File: config.mk
export PLATFORM = sky130hd
export DESIGN_NAME = data_path_flat
export DESIGN_NICKNAME = d
export VERILOG_FILES = /design/src/rtl/data_path_pkg.sv /design/src/rtl/data_path_if.sv /design/src/rtl/data_path_alu.sv /design/src/rtl/data_path.sv /design/src/flat_wrapper.sv
export SDC_FILE = /design/constraint.sdc
export NUM_CORES = 2
export LEC_CHECK = 0
export ABC_AREA = 0
export CELL_PAD_IN_SITES_DETAIL_PLACEMENT = 0
export CELL_PAD_IN_SITES_GLOBAL_PLACEMENT = 1
export CORE_MARGIN = 2
export CORE_UTILIZATION = 30
export CTS_CLUSTER_DIAMETER = 200
export CTS_CLUSTER_SIZE = 30
export DETAILED_ROUTE_END_ITERATION = 8
export DONT_BUFFER_PORTS = 1
export PLACE_DENSITY = 0.62
export SYNTH_ARGS = -nofsm -noshare
export SYNTH_HDL_FRONTEND = slang
export SYNTH_HIERARCHICAL = 1
export SYNTH_SLANG_ARGS = --single-unit
File: constraint.sdc
create_clock -name clk -period 6.9 [get_ports clk]
set_clock_uncertainty 0.15 [all_clocks]
set_input_delay 1.38 -clock clk [delete_from_list [all_inputs] [get_ports clk]]
set_output_delay 1.38 -clock clk [all_outputs]
set_load 0.1 [all_outputs]
File: src/rtl/data_path_pkg.sv
// Shared constants for the data path: bus width, DPin/DPout bit
// positions and ALU op-select bit positions.
package data_path_pkg;

    localparam int DATA_WIDTH = 32;

    localparam int DP_PC      = 0;
    localparam int DP_IR      = 1;
    localparam int DP_Y       = 2;
    localparam int DP_MAR     = 3;
    localparam int DP_MDR     = 4;
    localparam int DP_INPORT  = 5;
    localparam int DP_OUTPORT = 6;
    localparam int DP_Z       = 7;
    localparam int DP_ZHI     = 8;
    localparam int DP_ZLO     = 9;
    localparam int DP_HI      = 10;
    localparam int DP_LO      = 11;
    localparam int DP_READ    = 12;

    localparam int ALU_ADD = 0;
    localparam int ALU_SUB = 1;
    localparam int ALU_NEG = 2;
    localparam int ALU_MUL = 3;
    localparam int ALU_DIV = 4;
    localparam int ALU_AND = 5;
    localparam int ALU_OR  = 6;
    localparam int ALU_ROR = 7;
    localparam int ALU_ROL = 8;
    localparam int ALU_SLL = 9;
    localparam int ALU_SRA = 10;
    localparam int ALU_SRL = 11;
    localparam int ALU_NOT = 12;
    localparam int ALU_INC = 13;

endpackage

File: src/rtl/data_path_if.sv
// Control/data bundle between the sequencer (master) and the data
// path (slave).
interface data_path_if
    import data_path_pkg::*;
#(
    parameter int W = DATA_WIDTH
);
    logic [15:0]  GRin;
    logic [15:0]  GRout;
    logic [15:0]  DPin;
    logic [15:0]  DPout;
    logic [15:0]  ALUopp;
    logic [W-1:0] INPORTin;
    logic [W-1:0] Mdatain;
    logic [W-1:0] IRout;
    logic [W-1:0] MARout;
    logic [W-1:0] OUTPORTout;
    logic [W-1:0] BusMuxInMDR;

    modport master (
        output GRin, GRout, DPin, DPout, ALUopp,
        output INPORTin, Mdatain,
        input  IRout, MARout, OUTPORTout, BusMuxInMDR
    );

    modport slave (
        input  GRin, GRout, DPin, DPout, ALUopp,
        input  INPORTin, Mdatain,
        output IRout, MARout, OUTPORTout, BusMuxInMDR
    );
endinterface

File: src/rtl/data_path_alu.sv
// Combinational ALU, A = Y and B = bus, lowest asserted op bit wins.
// MUL/DIV exist only when DATA_PATH_MULDIV_EN is defined.
module dp_alu
    import data_path_pkg::*;
#(
    parameter int W = DATA_WIDTH
) (
    input  logic [W-1:0]   i_a,
    input  logic [W-1:0]   i_b,
    input  logic [15:0]    i_op,
    output logic [2*W-1:0] o_result
);
    localparam int SW = $clog2(W);

    logic [SW-1:0]  w_sh;
    logic [2*W-1:0] w_rot_r;
    logic [2*W-1:0] w_rot_l;
    logic [2*W-1:0] w_mul;
    logic [2*W-1:0] w_div;
    logic [W-1:0]   w_zero;

    assign w_sh    = i_b[SW-1:0];
    assign w_zero  = '0;
    // Rotates via a doubled copy of A so a zero amount needs no special case
    assign w_rot_r = {i_a, i_a} >> w_sh;
    assign w_rot_l = {i_a, i_a} << w_sh;

`ifdef DATA_PATH_MULDIV_EN
    logic signed [2*W-1:0] w_prod;
    logic signed [W-1:0]   w_quo;
    logic signed [W-1:0]   w_rem;

    assign w_prod = $signed(i_a) * $signed(i_b);
    assign w_quo  = $signed(i_a) / $signed(i_b);
    assign w_rem  = $signed(i_a) % $signed(i_b);
    assign w_mul  = w_prod;
    assign w_div  = (i_b == w_zero) ? {i_a, w_zero}
                                    : {w_rem, w_quo};
`else
    assign w_mul = '0;
    assign w_div = '0;
`endif

    always_comb begin
        o_result = '0;
        priority case (1'b1)
            i_op[ALU_ADD]: o_result = {w_zero, i_a + i_b};
            i_op[ALU_SUB]: o_result = {w_zero, i_a - i_b};
            i_op[ALU_NEG]: o_result = {w_zero, -i_b};
            i_op[ALU_MUL]: o_result = w_mul;
            i_op[ALU_DIV]: o_result = w_div;
            i_op[ALU_AND]: o_result = {w_zero, i_a & i_b};
            i_op[ALU_OR]:  o_result = {w_zero, i_a | i_b};
            i_op[ALU_ROR]: o_result = {w_zero, w_rot_r[W-1:0]};
            i_op[ALU_ROL]: o_result = {w_zero, w_rot_l[2*W-1:W]};
            i_op[ALU_SLL]: o_result = {w_zero, i_a << w_sh};
            i_op[ALU_SRA]: o_result = {w_zero, W'($signed(i_a) >>> w_sh)};
            i_op[ALU_SRL]: o_result = {w_zero, i_a >> w_sh};
            i_op[ALU_NOT]: o_result = {w_zero, ~i_b};
            i_op[ALU_INC]: o_result = {w_zero, i_b + W'(1)};
            default:       o_result = '0;
        endcase
    end
endmodule

File: src/rtl/data_path.sv
// Single-bus data path: register file, special registers, bus mux, ALU.
// Optional MUL/DIV hardware is enabled by DATA_PATH_MULDIV_EN.
module data_path
    import data_path_pkg::*;
#(
    parameter int DATA_WIDTH = data_path_pkg::DATA_WIDTH
) (
    input logic        clk,
    input logic        clr,
    data_path_if.slave bus_if
);
    localparam int W = DATA_WIDTH;

    logic [W-1:0]   r_gr [16];
    logic [W-1:0]   r_pc;
    logic [W-1:0]   r_ir;
    logic [W-1:0]   r_y;
    logic [W-1:0]   r_mar;
    logic [W-1:0]   r_mdr;
    logic [W-1:0]   r_inport;
    logic [W-1:0]   r_outport;
    logic [W-1:0]   r_hi;
    logic [W-1:0]   r_lo;
    logic [2*W-1:0] r_z;

    logic [W-1:0]   w_gr_rd;
    logic [W-1:0]   w_bus;
    logic [2*W-1:0] w_alu;
    logic [W-1:0]   w_zhi;
    logic [W-1:0]   w_zlo;

    assign w_zhi = r_z[2*W-1:W];
    assign w_zlo = r_z[W-1:0];

    // Scan downward so the lowest-index select is the one that sticks
    always_comb begin
        w_gr_rd = '0;
        for (int i = 15; i >= 0; i--) begin
            if (bus_if.GRout[i]) begin
                w_gr_rd = r_gr[i];
            end
        end
    end

    always_comb begin
        w_bus = '0;
        if (|bus_if.GRout) begin
            w_bus = w_gr_rd;
        end else if (bus_if.DPout[DP_HI]) begin
            w_bus = r_hi;
        end else if (bus_if.DPout[DP_LO]) begin
            w_bus = r_lo;
        end else if (bus_if.DPout[DP_ZHI]) begin
            w_bus = w_zhi;
        end else if (bus_if.DPout[DP_ZLO]) begin
            w_bus = w_zlo;
        end else if (bus_if.DPout[DP_PC]) begin
            w_bus = r_pc;
        end else if (bus_if.DPout[DP_MDR]) begin
            w_bus = r_mdr;
        end else if (bus_if.DPout[DP_INPORT]) begin
            w_bus = r_inport;
        end
    end

    dp_alu #(
        .W (W)
    ) u_alu (
        .i_a      (r_y),
        .i_b      (w_bus),
        .i_op     (bus_if.ALUopp),
        .o_result (w_alu)
    );

    always_ff @(posedge clk) begin
        if (clr) begin
            for (int i = 0; i < 16; i++) begin
                r_gr[i] <= '0;
            end
        end else begin
            for (int i = 0; i < 16; i++) begin
                if (bus_if.GRin[i]) begin
                    r_gr[i] <= w_bus;
                end
            end
        end
    end

    always_ff @(posedge clk) begin
        if (clr) begin
            r_pc      <= '0;
            r_ir      <= '0;
            r_y       <= '0;
            r_mar     <= '0;
            r_mdr     <= '0;
            r_inport  <= '0;
            r_outport <= '0;
            r_hi      <= '0;
            r_lo      <= '0;
            r_z       <= '0;
        end else begin
            if (bus_if.DPin[DP_PC])      r_pc      <= w_bus;
            if (bus_if.DPin[DP_IR])      r_ir      <= w_bus;
            if (bus_if.DPin[DP_Y])       r_y       <= w_bus;
            if (bus_if.DPin[DP_MAR])     r_mar     <= w_bus;
            if (bus_if.DPin[DP_OUTPORT]) r_outport <= w_bus;
            if (bus_if.DPin[DP_HI])      r_hi      <= w_bus;
            if (bus_if.DPin[DP_LO])      r_lo      <= w_bus;
            if (bus_if.DPin[DP_INPORT])  r_inport  <= bus_if.INPORTin;
            if (bus_if.DPin[DP_Z])       r_z       <= w_alu;
            if (bus_if.DPin[DP_MDR]) begin
                r_mdr <= bus_if.DPin[DP_READ] ? bus_if.Mdatain : w_bus;
            end
        end
    end

    assign bus_if.IRout       = r_ir;
    assign bus_if.MARout      = r_mar;
    assign bus_if.OUTPORTout  = r_outport;
    assign bus_if.BusMuxInMDR = r_mdr;
endmodule

File: src/flat_wrapper.sv
// flat-port wrapper written by rule: the top's interface ports become plain ports
module data_path_flat import data_path_pkg::*;
#(
    parameter int DATA_WIDTH = data_path_pkg::DATA_WIDTH
)
  (clk, clr, bus_if_GRin, bus_if_GRout, bus_if_DPin, bus_if_DPout, bus_if_ALUopp, bus_if_INPORTin, bus_if_Mdatain, bus_if_IRout, bus_if_MARout, bus_if_OUTPORTout, bus_if_BusMuxInMDR);
  data_path_if bus_if_i ();
  input logic clk;
  input logic clr;
  input wire logic [$bits(bus_if_i.GRin)-1:0] bus_if_GRin;
  input wire logic [$bits(bus_if_i.GRout)-1:0] bus_if_GRout;
  input wire logic [$bits(bus_if_i.DPin)-1:0] bus_if_DPin;
  input wire logic [$bits(bus_if_i.DPout)-1:0] bus_if_DPout;
  input wire logic [$bits(bus_if_i.ALUopp)-1:0] bus_if_ALUopp;
  input wire logic [$bits(bus_if_i.INPORTin)-1:0] bus_if_INPORTin;
  input wire logic [$bits(bus_if_i.Mdatain)-1:0] bus_if_Mdatain;
  output wire logic [$bits(bus_if_i.IRout)-1:0] bus_if_IRout;
  output wire logic [$bits(bus_if_i.MARout)-1:0] bus_if_MARout;
  output wire logic [$bits(bus_if_i.OUTPORTout)-1:0] bus_if_OUTPORTout;
  output wire logic [$bits(bus_if_i.BusMuxInMDR)-1:0] bus_if_BusMuxInMDR;
  assign bus_if_i.GRin = bus_if_GRin;
  assign bus_if_i.GRout = bus_if_GRout;
  assign bus_if_i.DPin = bus_if_DPin;
  assign bus_if_i.DPout = bus_if_DPout;
  assign bus_if_i.ALUopp = bus_if_ALUopp;
  assign bus_if_i.INPORTin = bus_if_INPORTin;
  assign bus_if_i.Mdatain = bus_if_Mdatain;
  assign bus_if_IRout = bus_if_i.IRout;
  assign bus_if_MARout = bus_if_i.MARout;
  assign bus_if_OUTPORTout = bus_if_i.OUTPORTout;
  assign bus_if_BusMuxInMDR = bus_if_i.BusMuxInMDR;
  data_path #(.DATA_WIDTH(DATA_WIDTH)) u_core (.clk(clk), .clr(clr), .bus_if(bus_if_i));
endmodule
After elaboration in Yosys (flattened, before gate mapping)
Memories as Yosys holds them, arrays and structs flattened. Cells that the tools add are included.

$mul: 0. Reduce and logical (&&, ||, !) cells: 1. Divide/modulo/power cells: 0. Order comparisons: 0. Add/subtract/negate cells: 4. Multiplexer cells: 105. Eq/ne operators: 0. Shift-type cells: 5. Bitwise logic cells: 19.

Operators by type and width (count): $mux W32 (48); $mux W64 (7); $shl A64 B5 Y64 (1); $shr A64 B5 Y32 (1); $mux W1 (50); $add A32 B1 Y32 const B (1); $add A32 B32 Y32 (1); $and A32 B32 Y32 (1); $neg A32 Y32 (1); $not A32 Y32 (1); $or A32 B32 Y32 (1); $shl A32 B5 Y32 (1); $shr A32 B5 Y32 (1); $sshr A32 B5 Y32 (1); $sub A32 B32 Y32 (1); $or A1 B1 Y1 (16); $reduce_or A16 Y1 (1).

Bits in read-only memories: 0. Bits in latches: 0. Register bits after elaboration: 352. Bits of input ports: 146. Logic and storage cells: 145. Memories kept: 1. Memory bits (writable): 512.

Memories: u_core.r_gr (depth 16, bits a word 32, read ports 16, clocked after memory_dff 0, wr ports 16, line data_path.sv:14) `logic [W-1:0] r_gr [16];`.

Depth between registers and ports, before layout
An unclocked memory read counts as a cell.

Depth after elaboration: 33. Mapped depth: 28. Mapped depth without buffers: 20.

Cells and area by module
The synthesis kept the hierarchy.

Modules (own cells, without submodules): data_path (cells each 3317, seq. area each 22421.5 um^2, instances 1, area an instance 37126.9 um^2); dp_alu (cells each 1857, seq. area each 0.0 um^2, instances 1, area an instance 12877.4 um^2).

Least setup slack after synthesis
Ideal clock, no wire load.

Path type: input -> register. Start: in bus_if_GRout[2]. End: reg u_core.r_z[27]. Cell stages on the path: 27. Arrival time: 6361 ps. Library setup time: 128 ps. Data required time: 6622 ps. Path slack: 261 ps. Cells stage by stage: buf_2 -> nor4_1 -> a41oi_1 -> buf_2 -> o21ai_1 -> a21boi_1 -> o31a_1 -> buf_2 -> inv_1 -> buf_2 -> clkinv_1 -> clkbuf_1 -> clkbuf_1 -> clkbuf_1 -> ha_1 -> clkbuf_1 -> nand2b_1 -> a221oi_1 -> a31oi_1 -> a41oi_2 -> o21ai_1 -> a2111oi_2 -> o31a_1 -> o32ai_1 -> o311ai_1 -> mux2i_1 -> nor2_1.

Cells in the longest elaborated chain, start to end: 19. Elaborated cells between the ends (all ways): 31. Those cells by class: add/sub: 4; shift: 5; mux: 18; bitwise: 3; reduce/logical: 1.

Ends and longest elaborated chain: start: declaration (line flat_wrapper.sv:11) `input wire logic [$bits(bus_if_i.GRout)-1:0] bus_if_GRout;`; $mux W32 (3 in series) (line data_path.sv:39) `if (bus_if.GRout[i]) begin`; $mux W32 * (line data_path.sv:47) `if (|bus_if.GRout) begin`; net u_core.w_bus[4] (line data_path.sv:27) `logic [W-1:0] w_bus;`; $add A32 B1 Y32 (line data_path_alu.sv:60) `i_op[ALU_INC]: o_result = {w_zero, i_b + W'(1)};`; $mux W32 (7 in series) (line data_path_alu.sv:46) `priority case (1'b1)`; $mux W64 (6 in series) (line data_path_alu.sv:46); $mux W64 * (line data_path_alu.sv:46); net u_core.w_alu[27] (line data_path.sv:28) `logic [2*W-1:0] w_alu;`; end signal: assignment (line data_path.sv:110) `if (bus_if.DPin[DP_Z]) r_z <= w_alu;`; end: declaration (line data_path.sv:24) `logic [2*W-1:0] r_z;`.

Mark *: on every way through the listed nets, which the timed path passes. The rest lies on a longest branch. A chain may end at the register's enable or synchronous reset.

Worst setup path after layout
Start: in bus_if_GRout[15]. End: reg u_core.r_z[23].

Cells in the longest elaborated chain, start to end: 32. Elaborated cells between the ends (all ways): 44. Those cells by class: add/sub: 4; shift: 5; mux: 31; bitwise: 3; reduce/logical: 1.

Ends and longest elaborated chain (line): $mux W32 (16 in series) (data_path.sv:39); $mux W32 * (data_path.sv:47); net u_core.w_bus[0] (data_path.sv:27); $add A32 B1 Y32 (data_path_alu.sv:60); $mux W32 (7 in series) (data_path_alu.sv:46); $mux W64 (6 in series) (data_path_alu.sv:46); $mux W64 * (data_path_alu.sv:46); net u_core.w_alu[23] (data_path.sv:28).

Marked as above.

==> metrics <==
initial core utilization 0.303; Most used DFF post-synth edfxtp_1; Core ar. approximately 0.17 mm2; Worst slew margin 0.179; Root Driver clkbuf_16; total iterations of the first detailed-routing run 6; port bufs 0; first-pass GRT wire length 310000 um; io pins 274; Non-Filler Cell Area, Final between 0.05 and 0.06 mm2; clock insertion delay at the later pin of the skew report 0.63 ns; CTS Sinks 864; Final min period approximately 6.8 ns; highest metal used met5; static leakage around 21 nW; Tightest Pin Transition ~1.2 ns; MaxCap Viol Count 0; Resized cells post-CTS 0; H-Tree Depth 2; Worst VDD drop a little over 0.0002 V; top post-synthesis cells by area edfxtp_1 (31%), dfxtp_1 (14%), nor2_1 (6.7%); dpl ws -0.292 ns; Routed wire per std cell 29.1 um; wire length on met2 101000 um; CTS Buffer Depth 3; Hold WC Path Type reg2reg; post-route ant nets 0; DIE HEIGHT about 410 um; Syn-to-layout area delta 13.7%; Die X approximately 410 um; hold path start u_core/r_lo[30]; Synth area leader edfxtp_1; total gr overflow 0; clock-pin slew on the worst setup and hold paths ~0.12 ns; Setup crit start kind input port; Total Routing Usage GR 0.249; Worst EP arrival about 7.1 ns; Max Freq 148 MHz; CP endpoint kind flop; routability cong. approximately 1.0; Filler cells ~17000; most common cell after layout, fill and taps aside nor2_1; Routed met3 length ~17000 um; Final WS setup between 0.1 and 0.15 ns; cts hold-fix bufs 0; share of the synthesized area in the top cell type 0.307; Syn Inst Count around 5200; CTS tree built; synthesized area 0.0500 mm2; unrepaired setup endpoints after global routing false; number of post-CTS setup repair buffers 0; ys async rst share 0; worst path required time about 7.2 ns; initial antenna violation count 8; Final Max Slew Viols 0; Detailed Route WL approximately 220000 um; power per cell area around 220 mW/mm2; Vias/cell approximately 5.7; largest net degree at the start of global routing 383; die area ~0.17 mm2; Row Count 149; vias in the first global route 40900; Setup CP Type in2reg; Hold Fails Final Rpt 0; number of synthesized flops with an enable pin 512; Final setup viols 0; DRT met1 WL 91700 um; Final Cycle Share 0.979; cts bufs inserted 34; Residual DRC 0; worst reg2reg path depth 23; Hold Path Stages 2; sum of net half-perimeters after detailed placement between 150000 and 200000 um; area post-placement around 0.056 mm2; CP startpoint bus_if_GRout[15]; Hold WS around 0.35 ns; post-synthesis cell type count 100; setup_tns 0 ns; synth warn 6; status completed; worst-path fanout max 9; Yosys reg bits about 860; FF-to-FF Start u_core/r_gr[0][131]; share of layout cells above drive strength 1 0.205; register area share after synthesis 0.448; fin nets 5579; Initial DRC Count 5010; commonest non-fill, non-tap cells in the layout nor2_1 (896), buf_4 (621), edfxtp_1 (512), dfxtp_1 (352), nand2_1 (291); via count around 43000; Avg Inst Size Synth ~9.7 um2
[metrics by stage]
step | util | power [mW] | cells
2_1_floorplan | - | 8.53 | 5205
3_3_place_gp | 0.338 | 9.97 | 7486
3_5_place_dp | 0.338 | 9.99 | 7486
4_1_cts | 0.344 | 12.6 | 7543
5_1_grt | 0.344 | 13.0 | 7547
6_report | 0.344 | 12.6 | 7548
[synth_stat cells (40+ instances only)]
| library cell | count |
|---|---|
| nor2_1 | 899 |
| edfxtp_1 | 512 |
| dfxtp_1 | 352 |
| clkbuf_1 | 342 |
| nand2_1 | 291 |
| a21oi_1 | 289 |
| a211oi_2 | 216 |
| inv_1 | 171 |
| mux2i_1 | 171 |
| o21ai_0 | 163 |
| a221oi_1 | 131 |
| o22ai_1 | 114 |
| ha_1 | 98 |
| buf_2 | 85 |
| o31ai_1 | 80 |
| a221o_1 | 74 |
| a31oi_1 | 73 |
| buf_4 | 71 |
| nand2b_1 | 68 |
| mux4_2 | 64 |
| nor2b_1 | 53 |
| o21ai_1 | 46 |
| xnor2_1 | 46 |
| and2_1 | 44 |
| a22oi_1 | 40 |
| o31a_1 | 40 |
[state kept, by name, summed over array words and instances, names as in the netlist]
name,count
u_core/r_hi,32
u_core/r_z,64
u_core/r_gr,512
u_core/r_pc,32
u_core/bus_if.IRout,32
u_core/r_y,32
u_core/bus_if.MARout,32
u_core/r_lo,32
u_core/bus_if.BusMuxInMDR,32
u_core/bus_if.OUTPORTout,32
u_core/r_inport,32
[final cells by class]
class                   count  area [um2]  area share
diodes                      5        12.5    0.000220
clock buffers              56         997      0.0175
clock inverters             1        8.76    0.000154
inverters                 178         672      0.0118
multi-input cells        3618       25000       0.440
flip-flops and latches    864       22400       0.394
well taps                2189        2740      0.0482
repair buffers            637        4980      0.0876
[final timing paths]
kind                                   endpoint  slack, ns
worst min register to register  u_core/r_lo[30]       0.35
worst max register to register   u_core/r_z[23]       1.02
worst min-delay path            u_core/r_lo[30]       0.35
worst max-delay path             u_core/r_z[23]       0.14
[power breakdown]
| part | leakage, nW | switching (mW) | internal [mW] |
|---|---|---|---|
| logic | 12.3 | 2.21 | 1.36 |
| registers | 8.57 | 0.528 | 5.86 |
| clock network | 0.483 | 1.63 | 1.02 |
[cells by family (layout without fill, tap and decap cells)]
logic type,Yosys count,after routing,share of synthesized area
AO/OA/AOI/OAI,1577,1577,0.242
XOR/XNOR,46,46,0.00806
adder cells (fa/ha/maj),100,100,0.0253
buffers and inverters,723,872,0.0635
flip-flops,864,864,0.448
multiplexers,268,268,0.0712
other,1,37,0.0000750
AND/OR/NAND/NOR,1595,1595,0.141
[per-layer routing]
layer,up-vias,global-route usage
li1,19300,-
met2,1864,0.405
met5,-,0
met3,312,0.0388
met4,6,0.0999
met1,21800,0.331
[critical path: stages]
cell       delay [ns]
nor2b_2          0.53
buf_4            0.27
a221oi_1         0.08
o31a_1           0.29
o31ai_1          0.42
a31oi_4          0.17
inv_4            0.22
buf_12           0.14
buf_4            0.14
mux4_2           0.52
mux2_2           0.30
o21ai_0          0.41
o21ai_0          0.15
a21oi_1          0.16
buf_4            0.14
nor3_1           0.05
buf_4            0.18
a2111oi_0        0.81
buf_4            0.24
a211oi_1         0.09
buf_4            0.18
mux2i_1          0.14
nor2_1           0.05
Note: power is estimated with default switching activity, not from simulation.
